**config.mk**
```make
export PLATFORM = sky130hd
export DESIGN_NAME = wbuf_loader
export DESIGN_NICKNAME = d
export VERILOG_FILES = /design/src/rtl/wbuf_loader.sv
export SDC_FILE = /design/constraint.sdc
export NUM_CORES = 1
export LEC_CHECK = 0
export ABC_AREA = 1
export CAP_MARGIN = 15
export CORE_ASPECT_RATIO = 1.4
export CORE_MARGIN = 1.5
export CORE_UTILIZATION = 30
export DETAILED_ROUTE_END_ITERATION = 8
export PLACE_DENSITY = 0.56
export SLEW_MARGIN = 40
export SYNTH_ARGS = -nofsm -noshare
export SYNTH_HDL_FRONTEND = slang
export SYNTH_SLANG_ARGS = --single-unit
```
**constraint.sdc**
```tcl
create_clock -name clk -period 1.85 [get_ports clk]
set_input_delay 0.37 -clock clk [delete_from_list [all_inputs] [get_ports clk]]
set_output_delay 0.37 -clock clk [all_outputs]
set_load 0.005 [all_outputs]
```
**src/rtl/wbuf_loader.sv**
```systemverilog
// wbuf_loader: stripes a 64-bit weight stream across buffer banks, then rows.
// Optional stall counter output enabled by `define WBUF_LOADER_STALL_CNT_EN.
module wbuf_loader #(
    parameter int MEM_DATA_WIDTH = 64,
    parameter int BUF_ADDR_WIDTH = 9,
    parameter int BUF_ID_W       = 5,
    parameter int MEM_ADDR_WIDTH = BUF_ADDR_WIDTH + BUF_ID_W,
    parameter int LEN_W          = 16
) (
    input  logic                      clk,
    input  logic                      reset,
    input  logic                      cmd_valid,
    output logic                      cmd_ready,
    input  logic [BUF_ADDR_WIDTH-1:0] cmd_base_row,
    input  logic [LEN_W-1:0]          cmd_num_words,
    input  logic [BUF_ID_W:0]         cmd_bank_count,
    input  logic                      s_valid,
    output logic                      s_ready,
    input  logic [MEM_DATA_WIDTH-1:0] s_data,
    input  logic                      s_last,
    output logic                      mem_write_req,
    output logic [MEM_ADDR_WIDTH-1:0] mem_write_addr,
    output logic [MEM_DATA_WIDTH-1:0] mem_write_data,
    output logic                      busy,
    output logic                      done,
    output logic                      err_last
`ifdef WBUF_LOADER_STALL_CNT_EN
    ,
    output logic [31:0]               stall_cycles
`endif
);

    typedef enum logic [1:0] {
        IDLE,
        LOAD,
        DONE
    } state_e;

    localparam logic [BUF_ID_W:0] NB_MAX = {1'b1, {BUF_ID_W{1'b0}}};

    state_e                    state_q, state_d;
    logic [BUF_ADDR_WIDTH-1:0] row_q, row_d;
    logic [BUF_ID_W-1:0]       bank_q, bank_d;
    logic [BUF_ID_W:0]         nb_q, nb_d;
    logic [LEN_W-1:0]          rem_q, rem_d;
    logic                      err_q, err_d;
    logic                      req_q, req_d;
    logic [MEM_ADDR_WIDTH-1:0] addr_q, addr_d;
    logic [MEM_DATA_WIDTH-1:0] data_q, data_d;
    logic                      done_q, done_d;
`ifdef WBUF_LOADER_STALL_CNT_EN
    logic [31:0]               stall_q, stall_d;
`endif

    logic              last_bank;
    logic              final_beat;
    logic [BUF_ID_W:0] nb_clamp;

    assign last_bank  = ({1'b0, bank_q} == (nb_q - (BUF_ID_W+1)'(1)));
    assign final_beat = (rem_q == LEN_W'(1));

    always_comb begin
        nb_clamp = cmd_bank_count;
        if (cmd_bank_count == '0 || cmd_bank_count > NB_MAX) begin
            nb_clamp = NB_MAX;
        end
    end

    always_comb begin
        state_d = state_q;
        row_d   = row_q;
        bank_d  = bank_q;
        nb_d    = nb_q;
        rem_d   = rem_q;
        err_d   = err_q;
        req_d   = 1'b0;
        addr_d  = addr_q;
        data_d  = data_q;
        done_d  = (state_q == DONE);
`ifdef WBUF_LOADER_STALL_CNT_EN
        stall_d = stall_q;
`endif
        unique case (state_q)
            IDLE: begin
                if (cmd_valid) begin
                    row_d   = cmd_base_row;
                    bank_d  = '0;
                    nb_d    = nb_clamp;
                    rem_d   = cmd_num_words;
                    err_d   = 1'b0;
                    state_d = (cmd_num_words == '0) ? DONE : LOAD;
`ifdef WBUF_LOADER_STALL_CNT_EN
                    stall_d = '0;
`endif
                end
            end
            LOAD: begin
                if (s_valid) begin
                    req_d  = 1'b1;
                    addr_d = {row_q, bank_q};
                    data_d = s_data;
                    rem_d  = rem_q - LEN_W'(1);
                    if (last_bank) begin
                        bank_d = '0;
                        row_d  = row_q + BUF_ADDR_WIDTH'(1);
                    end else begin
                        bank_d = bank_q + BUF_ID_W'(1);
                    end
                    // s_last is only checked, never used to end the load
                    if (s_last != final_beat) begin
                        err_d = 1'b1;
                    end
                    if (final_beat) begin
                        state_d = DONE;
                    end
                end else begin
`ifdef WBUF_LOADER_STALL_CNT_EN
                    if (stall_q != '1) begin
                        stall_d = stall_q + 32'd1;
                    end
`endif
                end
            end
            DONE: begin
                state_d = IDLE;
            end
            default: begin
                state_d = IDLE;
            end
        endcase
    end

    always_ff @(posedge clk or negedge reset) begin
        if (!reset) begin
            state_q <= IDLE;
            row_q   <= '0;
            bank_q  <= '0;
            nb_q    <= '0;
            rem_q   <= '0;
            err_q   <= 1'b0;
            req_q   <= 1'b0;
            addr_q  <= '0;
            data_q  <= '0;
            done_q  <= 1'b0;
`ifdef WBUF_LOADER_STALL_CNT_EN
            stall_q <= '0;
`endif
        end else begin
            state_q <= state_d;
            row_q   <= row_d;
            bank_q  <= bank_d;
            nb_q    <= nb_d;
            rem_q   <= rem_d;
            err_q   <= err_d;
            req_q   <= req_d;
            addr_q  <= addr_d;
            data_q  <= data_d;
            done_q  <= done_d;
`ifdef WBUF_LOADER_STALL_CNT_EN
            stall_q <= stall_d;
`endif
        end
    end

    assign cmd_ready      = (state_q == IDLE);
    assign s_ready        = (state_q == LOAD);
    assign busy           = (state_q != IDLE);
    assign done           = done_q;
    assign err_last       = err_q;
    assign mem_write_req  = req_q;
    assign mem_write_addr = addr_q;
    assign mem_write_data = data_q;
`ifdef WBUF_LOADER_STALL_CNT_EN
    assign stall_cycles   = stall_q;
`endif

endmodule

```
; ---- Yosys cells after proc, flatten, opt, wreduce, memory -nomap -nowiden
; Cells that the tools add are included.
; Widths: inputs -> output; s select.
[word_totals]
regBits = 119
in_bits = 100
out_inout_bits = 84
wordCells = 60
[op_classes]
n_addsub = 4
magnitude_cmp = 1
n_eq_ne = 10
muxes = 23
n_reduce_logical = 12
[ops]
columns = operator, n
row1 = $mux 16, 2
row2 = $pmux 16 s2, 1
row3 = $mux 9, 3
row4 = $pmux 9 s2, 1
row5 = $eq 16x1->1 const B, 1
row6 = $logic_not 16->1, 1
row7 = $sub 16x1->16 const B, 1
row8 = $mux 5, 3
row9 = $pmux 5 s2, 1
row10 = $add 9x1->9 const B, 1
row11 = $mux 2, 4
row12 = $reduce_and 4->1, 2
row13 = $eq 5x6->1, 1
row14 = $gt 6x6->1 const B, 1
row15 = $logic_not 6->1, 1
row16 = $mux 6, 1
row17 = $ne 2x1->1 const B, 3
row18 = $reduce_and 3->1, 2
row19 = $sub 6x1->6 const B, 1
row20 = $add 5x1->5 const B, 1
row21 = $mux 1, 5
row22 = $ne 2x2->1 const B, 2
row23 = $pmux 2 s2, 1
row24 = $reduce_and 2->1, 2
row25 = other kinds (7), 8

; ---- Longest topological paths before layout
; Gate-level depths: netlist of the first run.
[logic_depth]
ltp_word = 5
depth_mapped = 14
depth_no_buf = 14

; ---- Least setup slack after synthesis of the first run
; No wires, ideal clock.
[synth_timing]
kind = reg2reg
startpoint = reg nb_q[0]
endpoint = reg row_q[4]
setup_ns = 0.117
arrival_time_ns = 1.544
t_required_ns = 1.733
slack_ns = 0.190
path_stages_with_launch = 12
path_buffers = 0
period_less_slack_ns = 1.660
path_cell_list = dfrtp_1 inv_1 ha_1 xnor2_1 nor2_1 nand2_1 nor2_1 nand2_1 nand2_2 nand2_2 nand2_1 nand2_1
[synth_via]
elab_chain_cells = 4
[synth_lines]
columns = item, line_no
row1 = from (decl), 44  ; logic [BUF_ID_W:0] nb_q, nb_d;
row2 = from (signal assigned), 152  ; nb_q <= nb_d;
row3 = $sub 6x1->6, 59  ; assign last_bank = ({1'b0, bank_q} == (nb_q - (BUF_ID_W+1)'(1)));
row4 = $eq 5x6->1, 59
row5 = $ne 2x1->1 (no source line), --
row6 = $reduce_and 4->1 (no source line), --
row7 = to (signal assigned), 150  ; row_q <= row_d;
row8 = to (decl), 42  ; logic [BUF_ADDR_WIDTH-1:0] row_q, row_d;
; Every way passes these cells.
; A chain may end at the register's enable or synchronous reset.

; ---- Worst setup path in the final report of the first run
[layout_timing]
startpoint = reg state_q[0]
endpoint = out s_ready
[layout_via]
elab_chain_cells = 1
[layout_lines]
columns = item, line_no
row1 = from (decl), 41  ; state_e state_q, state_d;
row2 = from (signal assigned), 149  ; state_q <= state_d;
row3 = $eq 2x1->1, 166  ; assign s_ready = (state_q == LOAD);
row4 = to (decl), 18  ; output logic s_ready,
; Every way passes these cells.

==> run_results.csv, run 1 <==
group,metric,value,unit
run_status,status,"finished clean",
pwr,p_leak,4.11,nW
synthesis,synth-seq-cells,119,
route,vias,5134,
global_route,grt_max_degree,42,
synthesis,synth_fa_ha_area_share,1.14,%
pwr,clkPwrFrac,23.5,%
clocking,cts_sinks,119,
route,drt-initial-drc-count,315,
clocking,clockBufferDepth,2,
timing,worst_pin_slew,0.438,ns
synthesis,yosys.area_share.simple,31.0,%
global_route,grt_overflow,0,
layout,finalNetCount,1006,
route,drc,0,
timing,maxSlewHeadroom,70.8,%
global_route,grt_pass1_vias,5043,
timing,finalCriticalPeriod,1.76,ns
floorplanning,die_h,163,µm
synthesis,synth_compound_area_share,6.42,%
floorplanning,start_util,30.7,%
pwr,power_density,1700,nW/µm²
route,firstDrtPassIters,4,
timing,setup_viol,0,
placed_design,numPlacedInstances,1118,
synthesis,synth_top_family_by_area,"simple AND/OR/NAND/NOR gates",
global_route,grt_pass1_wl,25100,µm
pwr,p_int,9.38,mW
synthesis,muxShareOfSynthArea,0.182,%
synthesis,syn_nets,796,
timing,final_max_slew_viol_count,0,
timing,fmax,567,MHz
synthesis,synth_largest_area_cell,"dfrtp_1",
pwr,switchingPower,5.04,mW
clocking,cts_buffers,17,
worst_setup_path,criticalPathCategory,"reg -> out",
floorplanning,pin_count,184,
floorplanning,die_w,117,µm
synthesis,synth-seq-area-share,54.2,%
synthesis,synth_cells,691,
pwr,power.share.switching,34.9,%
synthesis,synth_top_area_share,54.2,%
route,routed_wl,15400,µm
timing,fin_tns_setup,0,ns
timing,hold_ws,0.443,ns
layout,fin_cells,1153,
synthesis,synthTopCellsByArea,"dfrtp_1, nand2_1, nand3_1",
global_route,track_usage,16.7,%
timing,finalHoldViolCount,0,
placed_design,portBuffers,183,
synthesis,synth-xor-area-share,1.28,%
pwr,max-vdd-ir-drop,677,µV
timing,rsz0062_at_grt,"false",
floorplanning,num_rows,58,
clocking,insertion_delay,0.41,ns
worst_setup_path,cp.arrival,1.39,ns
route,ant_nets,0,
layout,area_growth,54.1,%
route,viasPerCell,4.45,
route,wire_per_inst,13.4,µm
pwr,p_seq_share,31.8,%
synthesis,yosysUniqueCellTypes,33,
synthesis,syn_area,5500,µm²
worst_setup_path,cp.required,1.48,ns
pwr,total_power,14.4,mW
clocking,cts_tree,"yes",
global_route,antenna_found_initial,0,
synthesis,yosys_warnings,0,
layout,drive_above_1_share,9.09,%
worst_setup_path,critPathCaptureType,"primary output",
floorplanning,core,17900,µm²
hold_path,hp-class,"in -> async",
worst_setup_path,cp_max_fo,4,
clocking,clk_pin_slew,0.06,ns
clocking,cts_root_buf,"clkbuf_16",
run,maxCapViolations,0,
synthesis,syn_avg_cell_area,7.95,µm²
worst_setup_path,crit_path_start_kind,"flip-flop",
floorplanning,dieArea,19200,µm²
layout,final_core_util,47.2,%
clocking,cts_max_level,4,
layout,antennaDiodeCount,0,
placed_design,dpl.hpwl,11300,µm
timing,fin_crit_sh,95.3,%
pwr,p_comb_share,44.7,%
placed_design,place_congestion,0.806,
timing,clock_skew,0.00852,ns
==> repair_timing <==
action / in CTS / in global routing
setup endpoints to repair: 3 / 11
setup buffers: 2 / 1
hold buffers: 1 / 0
pin swaps: 1 / 1
endpoints found under the hold margin: 26 / 0
gates resized for setup: 5 / 5
==> per-layer routing <==
| metal | vias up | GRT usage (%) | share of wire, % |
|---|---|---|---|
| met5 | - | 0 | 0 |
| met4 | 0 | 6.51 | 1.1 |
| met3 | 16 | 3.88 | 5.0 |
| met2 | 148 | 30.4 | 53 |
| met1 | 2362 | 18.9 | 41 |
| li1 | 2608 | - | - |
==> synthesized netlist by cell type (all sizes together) <==
cell type,count
nand2,328
mux2i,1
o21bai,1
a22o,2
a22oi,1
a21oi,10
o21ai,36
a31oi,1
nor3,6
o22ai,11
o211ai,2
xnor2,4
inv,47
nor4,5
nor2,35
buf,17
dfrtp,119
nand4,4
ha,5
xor2,4
or2,3
clkbuf,10
nand3,39
==> state kept, by name, indices dropped and copies added, names as in the netlist <==
name / cells
mem_write_req: 1
row_q: 9
bank_q: 5
rem_q: 16
mem_write_data: 64
done: 1
state_q: 2
mem_write_addr: 14
nb_q: 6
err_last: 1
==> path summary, 6_finish.rpt <==
| path | from | end | slack (ns) | cells past startpoint |
|---|---|---|---|---|
| min reg2reg | mem_write_data[42] | mem_write_data[42] | 0.47 | 2 |
| min in group clk | mem_write_data[42] | mem_write_data[42] | 0.47 | 2 |
| max reg2reg | rem_q[0] | rem_q[10] | 0.16 | 11 |
| max | state_q[0] | s_ready | 0.09 | 4 |
| min | reset | rem_q[3] | 0.44 | 2 |
| max in group asynchronous | reset | state_q[0] | 0.80 | 3 |
==> area by class of cell <==
class	count	area, µm²
multi-input combinational	498	2220
clock buffer	23	488
fill	1796	9460
clock inverter	8	120
inverter	47	179
tap	240	300
sequential	119	2980
timing repair buffer	218	2180
==> stage by stage <==
| step | setup slack, ns | area [µm²] |
|---|---|---|
| after floorplan | 0.190 | 5500 |
| after global placement | 0.0547 | 7810 |
| after detailed placement | 0.0453 | 7810 |
| after CTS | 0.0305 | 8440 |
| after global routing | 0.0235 | 8470 |
| final | 0.0863 | 8470 |
==> power by group through the flow <==
stage          combinational, mW  sequential [mW]  clock [mW]
3_5_place_dp                6.44             4.63           0
6_report                    6.44             4.59        3.38
3_3_place_gp                6.39             4.62           0
2_1_floorplan               3.15             4.61           0
5_1_grt                     7.22             4.77        3.61
4_1_cts                     6.48             4.60        3.50
==> worst max-delay path: stages, from the launching register on <==
cell	delay (ns)
dfrtp_2	0.42
buf_4	0.16
nand2_4	0.09
inv_2	0.04
dlygate4sd2_1	0.27
==> placed cells by master (no fill, tap or decap), drive strengths merged <==
cell type,count
clkinv,3
clkdlybuf4s50,179
a21oi,10
mux2i,1
nor2,35
dfrtp,119
a22oi,1
nand4,4
or2,3
buf,35
inv,47
o211ai,2
xnor2,4
o21bai,1
nor4,5
clkbuf,23
o22ai,11
o21ai,36
bufinv,3
nand3,39
nand2,328
a31oi,1
ha,5
dlygate4sd3,1
xor2,4
clkinvlp,2
dlygate4sd2,3
a22o,2
nor3,6
==> kinds of logic (layout without fill, tap and decap cells) <==
| kind of cell | after synthesis | count (layout) |
|---|---|---|
| buf+inv | 74 | 296 |
| xor+xnor | 8 | 8 |
| simple gates | 420 | 420 |
| fa+ha+maj | 5 | 5 |
| compound gates | 64 | 64 |
| flops | 119 | 119 |
| mux | 1 | 1 |
Power figures use the tool's default switching activity.
==> inputs of run 2 (changes only) <==
--- a/config.mk
+++ b/config.mk
@@ -7,11 +7,13 @@
 export LEC_CHECK = 0
 export ABC_AREA = 1
 export CAP_MARGIN = 15
+export CELL_PAD_IN_SITES_DETAIL_PLACEMENT = 1
+export CELL_PAD_IN_SITES_GLOBAL_PLACEMENT = 1
 export CORE_ASPECT_RATIO = 1.4
 export CORE_MARGIN = 1.5
 export CORE_UTILIZATION = 30
 export DETAILED_ROUTE_END_ITERATION = 8
-export PLACE_DENSITY = 0.56
+export PLACE_DENSITY = 0.74
 export SLEW_MARGIN = 40
 export SYNTH_ARGS = -nofsm -noshare
 export SYNTH_HDL_FRONTEND = slang
==> constraint.sdc (replaced) <==
create_clock -name clk -period 2.1 [get_ports clk]
set_input_delay 0.42 -clock clk [delete_from_list [all_inputs] [get_ports clk]]
set_output_delay 0.42 -clock clk [all_outputs]
set_load 0.005 [all_outputs]
==> run 2 against run 1 <==
Against the previous run: clock-buffer cell count is 5 lower; non-clock buffer count decreased by 19; die area did not move; cell count shrank 1.6%; wire length rose by 8.8%; total power decreased by 11%; sequential power fell by 11%; via count is 1.2% higher; register-to-register slack improved by 0.14 ns; critical path type unchanged; critical endpoint is now cmd_ready.
==> run_results.csv, run 2 (synthesized netlist as in run 1, its figures left out) <==
group,metric,value,unit
run_status,status,"finished clean",
pwr,clkPwrFrac,25.4,%
route,ant_nets,0,
worst_setup_path,crit_chain,"nor2_4 -> clkdlybuf4s50_1",
layout,antennaDiodeCount,0,
worst_setup_path,critPathCaptureType,"primary output",
layout,area_growth,52.0,%
clocking,cts_sinks,119,
clocking,cts_max_level,4,
route,wire_per_inst,14.8,µm
clocking,clockBufferDepth,2,
layout,largest_reg_flops,64,
clocking,cts_root_buf,"clkbuf_16",
global_route,antenna_found_initial,0,
worst_setup_path,critPathTopFamily,"buffers and inverters",
pwr,switchingPower,4.59,mW
timing,setup_viol,0,
pwr,power_density,1530,nW/µm²
global_route,grt_pass1_wl,27400,µm
worst_setup_path,criticalPathCategory,"reg -> out",
layout,final_area,8350,µm²
floorplanning,pin_count,184,
worst_setup_path,crit_path_start_kind,"flip-flop",
clocking,clk_pin_slew,0.06,ns
placed_design,placed_area,7670,µm²
route,firstDrtPassIters,4,
pwr,p_leak,4.02,nW
global_route,grt_max_degree,87,
clocking,cts_tree,"yes",
timing,fin_tns_setup,0,ns
pwr,max-vdd-ir-drop,889,µV
pwr,total_power,12.8,mW
clocking,cts_buffers,17,
placed_design,place_congestion,0.816,
route,routed_wl,16800,µm
timing,finalCriticalPeriod,2.00,ns
timing,maxSlewHeadroom,73.0,%
worst_setup_path,cp_slowest_cell,"clkdlybuf4s50_1",
timing,fmax,501,MHz
worst_setup_path,cp_max_fo,4,
global_route,grt_pass1_vias,5397,
layout,drive_above_1_share,7.15,%
placed_design,dpl.hpwl,12200,µm
clocking,insertion_delay,0.41,ns
floorplanning,num_rows,58,
pwr,p_comb_share,42.8,%
floorplanning,die_h,163,µm
pwr,p_seq_share,31.8,%
timing,rsz0062_at_grt,"false",
floorplanning,core,17900,µm²
timing,worst_pin_slew,0.404,ns
placed_design,portBuffers,183,
layout,final_core_util,46.6,%
worst_setup_path,cp.required,1.68,ns
route,drc,0,
global_route,track_usage,18.2,%
route,vias,5198,
global_route,grt_overflow,0,
worst_setup_path,crit_path_max_incr_delay,0.51,ns
pwr,p_int,8.22,mW
timing,finalHoldViolCount,0,
route,drt-initial-drc-count,333,
timing,fin_crit_sh,95.0,%
pwr,power.share.switching,35.8,%
floorplanning,start_util,30.7,%
floorplanning,die_w,117,µm
route,viasPerCell,4.58,
layout,finalNetCount,987,
run,maxCapViolations,0,
worst_setup_path,cp.arrival,1.58,ns
worst_setup_path,crit_buf_inv,1,
timing,clock_skew,0.00867,ns
layout,final_common_cell,"nand2_1",
floorplanning,dieArea,19200,µm²
clocking,postCtsSetupBuffers,0,
layout,mostFrequentLayoutCells,"nand2_1, clkdlybuf4s50_1, dfrtp_1, inv_1, nand3_1",
layout,fillCellCount,2166,
hold_path,hp-class,"reg -> reg",
timing,final_max_slew_viol_count,0,
run 2: changes by cell type in the layout (fill, tap and decap cells not counted), moves of 3 or more:
cell           change
buf_4             -17
clkbuf_8           -3
dlygate4sd2_1      -3
inv_6              +3
run 2: repair_timing:
| action | in CTS | in global routing |
|---|---|---|
| endpoints found under the setup margin | 0 | 3 |
| gates resized for setup | 0 | 2 |
| hold endpoints to repair | 24 | 0 |
| hold buffers | 1 | 0 |
run 2: worst min-delay path: stages, from the launching register on:
cell	delay [ns]
dfrtp_1	0.34
nand2_1	0.05
nand2_1	0.05
run 2: power by group through the flow:
stage	Combinational, mW	Clock [mW]	Sequential [mW]
floorplan	2.77	0	4.07
global placement	5.44	0	4.08
detailed placement	5.57	0	4.11
CTS	5.61	3.33	4.08
global route	6.15	3.43	4.23
finish	5.48	3.25	4.08
run 2: cell type report:
| cell class | instances | area (µm²) | area share, % |
|---|---|---|---|
| tap | 240 | 300 | 3.60 |
| clock buffer | 18 | 439 | 5.26 |
| multi-input combinational | 498 | 2200 | 26.4 |
| timing repair buffer | 199 | 2030 | 24.3 |
| sequential | 119 | 2980 | 35.7 |
| clock inverter | 14 | 221 | 2.65 |
| inverter | 47 | 179 | 2.14 |
run 2: routing by layer:
metal	up-vias	track usage, %	part of all wire (%)
met1	2487	20.0	40
met5	-	0	0
met2	126	33.9	53
li1	2561	-	-
met3	24	4.68	4.7
met4	0	6.23	1.8
run 2: worst paths after layout:
| kind | cells after the start | to | start | slack, ns |
|---|---|---|---|---|
| max in group asynchronous | 4 | mem_write_data[37] | reset | 0.88 |
| worst min-delay path | 2 | mem_write_data[59] | mem_write_data[59] | 0.47 |
| worst max-delay path | 2 | cmd_ready | state_q[0] | 0.10 |
| worst max register to register | 10 | rem_q[13] | rem_q[2] | 0.30 |
| min in group asynchronous | 2 | nb_q[2] | reset | 0.48 |
| worst min register to register | 2 | mem_write_data[59] | mem_write_data[59] | 0.47 |
run 2: stage by stage:
stage,hold slack [ns],std cells,setup slack [ns]
6_report,0.468,1135,0.105
3_3_place_gp,0.381,1102,0.188
4_1_cts,0.471,1135,0.0321
3_5_place_dp,0.377,1102,0.171
2_1_floorplan,0.124,691,0.440
5_1_grt,0.489,1135,0.0255
